==> config.mk <==
export PLATFORM = sky130hd
export DESIGN_NAME = a2d_rr_seq
export DESIGN_NICKNAME = d
export VERILOG_FILES = /design/src/rtl/a2d_rr_seq.sv
export SDC_FILE = /design/constraint.sdc
export NUM_CORES = 1
export LEC_CHECK = 0
export BUFFER_PORTS_ARGS = -buffer_cell sky130_fd_sc_hd__buf_2
export CAP_MARGIN = 40
export CORE_ASPECT_RATIO = 0.8
export CORE_MARGIN = 2
export CORE_UTILIZATION = 33
export DETAILED_ROUTE_END_ITERATION = 12
export PLACE_DENSITY_LB_ADDON = 0.12
export SLEW_MARGIN = 40
export SYNTH_ARGS = -nofsm -noshare
export SYNTH_HDL_FRONTEND = slang
export SYNTH_SLANG_ARGS = --single-unit
==> constraint.sdc <==
create_clock -name clk -period 3.9 [get_ports clk]
set_clock_uncertainty 0.05 [all_clocks]
set_input_delay 0.39 -clock clk [delete_from_list [all_inputs] [get_ports clk]]
set_output_delay 0.39 -clock clk [all_outputs]
set_load 0.01 [all_outputs]
==> src/rtl/a2d_rr_seq.sv <==
// a2d_rr_seq: round-robin A2D conversion sequencer that drives an SPI master.
// Each conversion runs two SPI transactions: channel select, a GAP_CYC idle gap, then read.
// Optional build macro A2D_LOAD_AVG_EN: lft_ld/rght_ld keep a rounded running average
// instead of loading each new sample directly.
module a2d_rr_seq #(
    parameter int unsigned GAP_CYC = 2
) (
    input  logic        clk,
    input  logic        rst_n,
    input  logic        nxt,
    input  logic        done,
    input  logic [15:0] rd_data,
    output logic        wrt,
    output logic [15:0] cmd,
    output logic [11:0] lft_ld,
    output logic [11:0] rght_ld,
    output logic [11:0] steer_pot,
    output logic [11:0] batt,
    output logic        cnv_cmplt,
    output logic        busy
);
    typedef enum logic [1:0] {IDLE, SEL, GAP, READ} state_t;

    state_t      state_q, state_d;
    logic [1:0]  rr_q, rr_d;
    logic [3:0]  gap_q, gap_d;
    logic        wrt_q, wrt_d;
    logic [15:0] cmd_q, cmd_d;
    logic        cmplt_q, cmplt_d;
    logic [11:0] lft_q, lft_d, rght_q, rght_d, steer_q, steer_d, batt_q, batt_d;
    logic [2:0]  chnl;
    logic [11:0] smp, lft_new, rght_new;
    logic        unused_hi;

    // rr 0 selects ch0; rr 1..3 select ch4..ch6
    assign chnl      = (rr_q == 2'd0) ? 3'd0 : {1'b1, rr_q - 2'd1};
    assign smp       = rd_data[11:0];
    assign unused_hi = ^rd_data[15:12];

`ifdef A2D_LOAD_AVG_EN
    logic        lft_vld_q, rght_vld_q;
    logic [12:0] lft_sum, rght_sum;
    assign lft_sum  = {1'b0, lft_q} + {1'b0, smp} + 13'd1;
    assign rght_sum = {1'b0, rght_q} + {1'b0, smp} + 13'd1;
    assign lft_new  = lft_vld_q ? lft_sum[12:1] : smp;
    assign rght_new = rght_vld_q ? rght_sum[12:1] : smp;

    // The first sample after reset has nothing to average with, so it loads directly
    always_ff @(posedge clk or negedge rst_n) begin
        if (!rst_n) begin
            lft_vld_q  <= 1'b0;
            rght_vld_q <= 1'b0;
        end else if (state_q == READ && done) begin
            lft_vld_q  <= lft_vld_q | (rr_q == 2'd0);
            rght_vld_q <= rght_vld_q | (rr_q == 2'd1);
        end
    end
`else
    assign lft_new  = smp;
    assign rght_new = smp;
`endif

    // Next-state and next-output logic; wrt and cnv_cmplt default low so they only ever pulse
    always_comb begin
        state_d = state_q;
        rr_d    = rr_q;
        gap_d   = gap_q;
        wrt_d   = 1'b0;
        cmd_d   = cmd_q;
        cmplt_d = 1'b0;
        lft_d   = lft_q;
        rght_d  = rght_q;
        steer_d = steer_q;
        batt_d  = batt_q;
        case (state_q)
            IDLE: if (nxt) begin
                wrt_d   = 1'b1;
                cmd_d   = {2'b00, chnl, 11'h000};
                state_d = SEL;
            end
            SEL: if (done) begin
                gap_d   = 4'(GAP_CYC);
                state_d = GAP;
            end
            GAP: begin
                gap_d = gap_q - 4'd1;
                if (gap_q == 4'd1) begin
                    wrt_d   = 1'b1;
                    cmd_d   = 16'h0000;
                    state_d = READ;
                end
            end
            READ: if (done) begin
                lft_d   = (rr_q == 2'd0) ? lft_new : lft_q;
                rght_d  = (rr_q == 2'd1) ? rght_new : rght_q;
                steer_d = (rr_q == 2'd2) ? smp : steer_q;
                batt_d  = (rr_q == 2'd3) ? smp : batt_q;
                cmplt_d = 1'b1;
                rr_d    = rr_q + 2'd1;
                state_d = IDLE;
            end
            default: state_d = IDLE;
        endcase
    end

    // State, pointer, counter and registered outputs; reset abandons any transaction
    always_ff @(posedge clk or negedge rst_n) begin
        if (!rst_n) begin
            state_q <= IDLE;
            rr_q    <= 2'd0;
            gap_q   <= 4'd0;
            wrt_q   <= 1'b0;
            cmd_q   <= 16'h0000;
            cmplt_q <= 1'b0;
            lft_q   <= 12'h000;
            rght_q  <= 12'h000;
            steer_q <= 12'h000;
            batt_q  <= 12'h000;
        end else begin
            state_q <= state_d;
            rr_q    <= rr_d;
            gap_q   <= gap_d;
            wrt_q   <= wrt_d;
            cmd_q   <= cmd_d;
            cmplt_q <= cmplt_d;
            lft_q   <= lft_d;
            rght_q  <= rght_d;
            steer_q <= steer_d;
            batt_q  <= batt_d;
        end
    end

    assign wrt       = wrt_q;
    assign cmd       = cmd_q;
    assign cnv_cmplt = cmplt_q;
    assign lft_ld    = lft_q;
    assign rght_ld   = rght_q;
    assign steer_pot = steer_q;
    assign batt      = batt_q;
    assign busy      = (state_q != IDLE);
endmodule

# Word-level counts from Yosys, hierarchy flattened
# Cells that the tools add are included.
# W data, S select, Z words.
# totals
output_inout_bits	67
latchBits	0
rom_bits	0
register_bits	74
n_memories	0
ramBits	0
# op_classes
muxes	16
bitwise	0
addsub	3
n_reduce_logical	13
order_cmp	0
multipliers	0
eq_ne	11
shift	0
n_div	0
# op_table
operator	n
$mux W16	2
$pmux W16 S2	1
$reduce_and A3 Y1	5
$eq A2 B2 Y1 const B	4
$mux W2	4
$ne A2 B2 Y1 const B	4
$pmux W2 S4	1
$pmux W4 S2	1
$reduce_bool A2 Y1	3
$eq A2 B1 Y1 const B	2
$eq A4 B1 Y1 const B	1
$logic_not A2 Y1	2
$mux W1	4
$mux W4	1
$reduce_and A2 Y1	2
$reduce_and A4 Y1	1
$sub A4 B1 Y4 const B	1
$mux W3	1
$add A2 B1 Y2 const B	1
$pmux W1 S2	1
$sub A2 B1 Y2 const B	1

# Longest topological paths before layout
# logic_depth
depth_word	4
ltp_mapped	6
mapped_depth_nobuf	5

# Worst setup path after synthesis
# OpenSTA, ideal clock, no wires.
# synth_path
kind	reg-to-reg
startpoint	register state_q[0]
endpoint	register rght_q[10] (netlist: rght_ld[10])
setup_slack_ns	2.191
stages_incl_launch_ff	7
required_time_ns	3.725
n_path_buf	2
synth_period_minus_slack_ns	1.709
t_arrival_ns	1.534
setup_time_ns	0.125
cell_sequence	dfrtp_1 -> ha_1 -> and2_1 -> buf_4 -> nand2_1 -> buf_2 -> mux2_2
# synth_between
elab_chain_cells	2
# synth_rtl
element	line	rtl
start: declaration	24	state_t state_q, state_d;
start signal: assignment	120	state_q <= state_d;
$eq A2 B2 Y1	75	case (state_q)
$reduce_and A3 Y1 (no line)	n/a	
end signal: assignment	127	rght_q <= rght_d;
end: declaration	30	logic [11:0] lft_q, lft_d, rght_q, rght_d, steer_q, steer_d, batt_q, batt_d;
# Every way passes these cells.
# A chain may end at the register's enable or synchronous reset.

# Final worst setup path
# layout_path
startpoint	register state_q[0]
endpoint	register batt_q[1] (netlist: batt[1])
# layout_between
elab_chain_cells	2
# layout_rtl
element	line	rtl
$eq A2 B2 Y1	75	
$reduce_and A3 Y1 (no line)	n/a	
end signal: assignment	129	batt_q <= batt_d;
end: declaration	30	
# Every way passes these cells.

==> results.cfg <==
[synth]
synthTopCellsByArea = dfrtp_1, mux2_2, ha_1, buf_4, mux2_1
ys_seq_area_share_pct = 57.8
avgSynthCellArea_um2 = 14.1
synth_edf_count = 0
syn_inst = 187
yosysMostFrequentCell = dfrtp_1
synth_top_flop_cell = dfrtp_1
synth.distinct_cells = 28
yosys_register_bits = 61
async_flop_share_pct = 100
synth_area_um2 = 2640
synth_top_area_share_pct = 57.8
yosysWarningCount = 0
synth_common_cells = dfrtp_1, mux2_2, buf_4, ha_1, nand2_1
synth_top_area_cell = dfrtp_1

[timing]
fmax_mhz = 505
period_minus_slack_ps = 1980
rsz0062_at_grt = false
setup_tns_ps = 0
setup_violations = 0
finalCritPeriodShare_pct = 50.8
max_slew.worst_pin.slew_ps = 652
hold_violations = 0
relSlewSlack_pct = 56.4
slew_violations = 0

[critical_path]
critPathRequiredTime_ps = 4070
critPathMaxFanout = 12
reg2regPathDepth = 4
crit_type = reg -> reg
critPathLaunchType = register
r2r_slack_ps = 1920
worstPathArrival_ps = 2150
worstSetupEndpointType = register

[layout]
nFillCells = 802
antenna_cells = 0
final_layout_size_suffix_gt1_share_pct = 49.1
nets = 292
areaGrowthSynthToFinish_pct = 24.8

[clocking]
cts_setup_buffers = 0
cts.sinks = 61
clk_pin_slew_ps = 70
cts_tree = built
htree_levels = 3
clk_latency_ps = 340
cts_root_buffer = clkbuf_8
cts_made_buffers = 9
clockBufferDepth = 2

[placement]
dpl.hpwl_um = 3520
numPortBuffers = 69
place_congestion = 0.733

[routing]
drt-total-wl_um = 5240
drc = 0
num_vias = 1678
dr.pass1.iters = 4
drtAntennaViolNets = 0
drtIter0Drc = 49
drt-vias-per-instance = 4.47
wl_per_cell_um = 14.0

[global_route]
grt-ovfl-total = 0
grt_max_degree = 44
grt_pass1_vias = 1608
grt_antenna_before_repair = 0
groute.usage.overall_pct = 12.7
grt_pass1_wl_um = 8530

[pwr]
finalPower_mw = 2.78
pwr_density_cell_nw_per_um2 = 845
vdd_drop_max_uv = 332
p_leak_nw = 1.69

[die]
die_w_um = 104
core-area_um2 = 7840
num_io_pins = 87
die_y_um = 84
rows = 29
die-area_um2 = 8740
initial_core_util_pct = 33.7

[outcome]
status = completed

[hold_path]
hold_class = in -> reg
hold_depth = 2

[flow_run]
max_cap_violations = 0
==> power by group <==
part / switching [mW] / leakage, nW / internal [mW] / total (mW)
sequential: 0.151 / 0.759 / 0.935 / 1.09
clock: 0.246 / 0.126 / 0.429 / 0.675
combinational: 0.506 / 0.802 / 0.518 / 1.02
total: 0.903 / 1.69 / 1.88 / 2.78
==> flip-flops by register name, summed over array words and instances (netlist names) <==
name       flops
cmd            3
rght_ld       12
lft_ld        12
rr_q           2
batt          12
cnv_cmplt      1
wrt            1
gap_q          4
steer_pot     12
state_q        2
==> metal layers <==
layer  share of wire [%]  global-route usage [%]  vias up  routed length [µm]
met5                   0                       0        -                   0
li1                    -                       -      777                   -
met1                  47                    17.0      831                2470
met2                  45                    18.8       59                2350
met3                 6.2                    4.61       11                 325
met4                 1.7                    5.16        0                  89
==> layout by cell type, fill, tap and decap left out, types with 2 or more instances in the layout <==
| master | n |
|---|---|
| inv_1 | 9 |
| conb_1 | 13 |
| nor2b_1 | 2 |
| bufinv_16 | 2 |
| a22o_1 | 7 |
| clkbuf_8 | 13 |
| mux2_2 | 43 |
| dfrtp_1 | 61 |
| nand2_1 | 10 |
| ha_1 | 10 |
| buf_4 | 2 |
| mux2_1 | 6 |
| mux2i_1 | 2 |
| buf_2 | 68 |
| o21ai_0 | 2 |
==> worst max-delay path, stage by stage, from the launching register on <==
cell	delay [ps]
dfrtp_1	410
ha_1	220
and2_1	250
nand2_1	530
mux2_2	410
==> logic make-up (layout without fill, tap and decap cells) <==
group,count (synthesis),after routing,synth area share [%]
buf+inv,28,96,6.40
fa+ha+maj,10,10,4.74
compound gates,15,15,4.93
flops,61,61,57.8
simple gates,20,20,3.98
xor+xnor,1,1,0.332
other cells,1,13,0.142
mux,51,51,21.7
==> metrics by stage <==
step | setup WS (ps) | cell area [µm²] | hold slack [ps] | instances | util (%)
after CTS | 1870 | 3290 | 249 | 375 | 42.0
after global routing | 1730 | 3290 | 278 | 375 | 42.0
after global placement | 1880 | 3040 | 423 | 358 | 38.8
after detailed placement | 1880 | 3040 | 374 | 358 | 38.8
final | 1920 | 3290 | 262 | 375 | 42.0
after floorplan | 2190 | 2690 | 44.4 | 199 | -
==> timing repair <==
item | CTS | global route
endpoints found under the hold margin | 3 | 0
hold buffers | 1 | 0
gates resized for setup | 0 | 0
==> final timing paths <==
check	from	endpoint
max in group asynchronous	rst_n	lft_ld[0]$_DFFE_PN0P_
worst min-delay path	rd_data[2]	batt[2]$_DFFE_PN0P_
worst max register to register	state_q[0]$_DFFE_PN0P_	batt[1]$_DFFE_PN0P_
worst max-delay path	state_q[0]$_DFFE_PN0P_	batt[1]$_DFFE_PN0P_
min in group asynchronous	rst_n	batt[2]$_DFFE_PN0P_
worst min register to register	batt[9]$_DFFE_PN0P_	batt[9]$_DFFE_PN0P_
==> cell type report <==
type	count	area [µm²]	share of cell area (%)
Sequential cell	61	1530	46.3
Multi-Input combinational cell	110	990	30.0
Timing Repair Buffer	71	365	11.1
Clock buffer	13	179	5.43
Tap cell	108	135	4.10
Clock inverter	3	65.1	1.97
Inverter	9	33.8	1.03
Power figures use the tool's default switching activity.
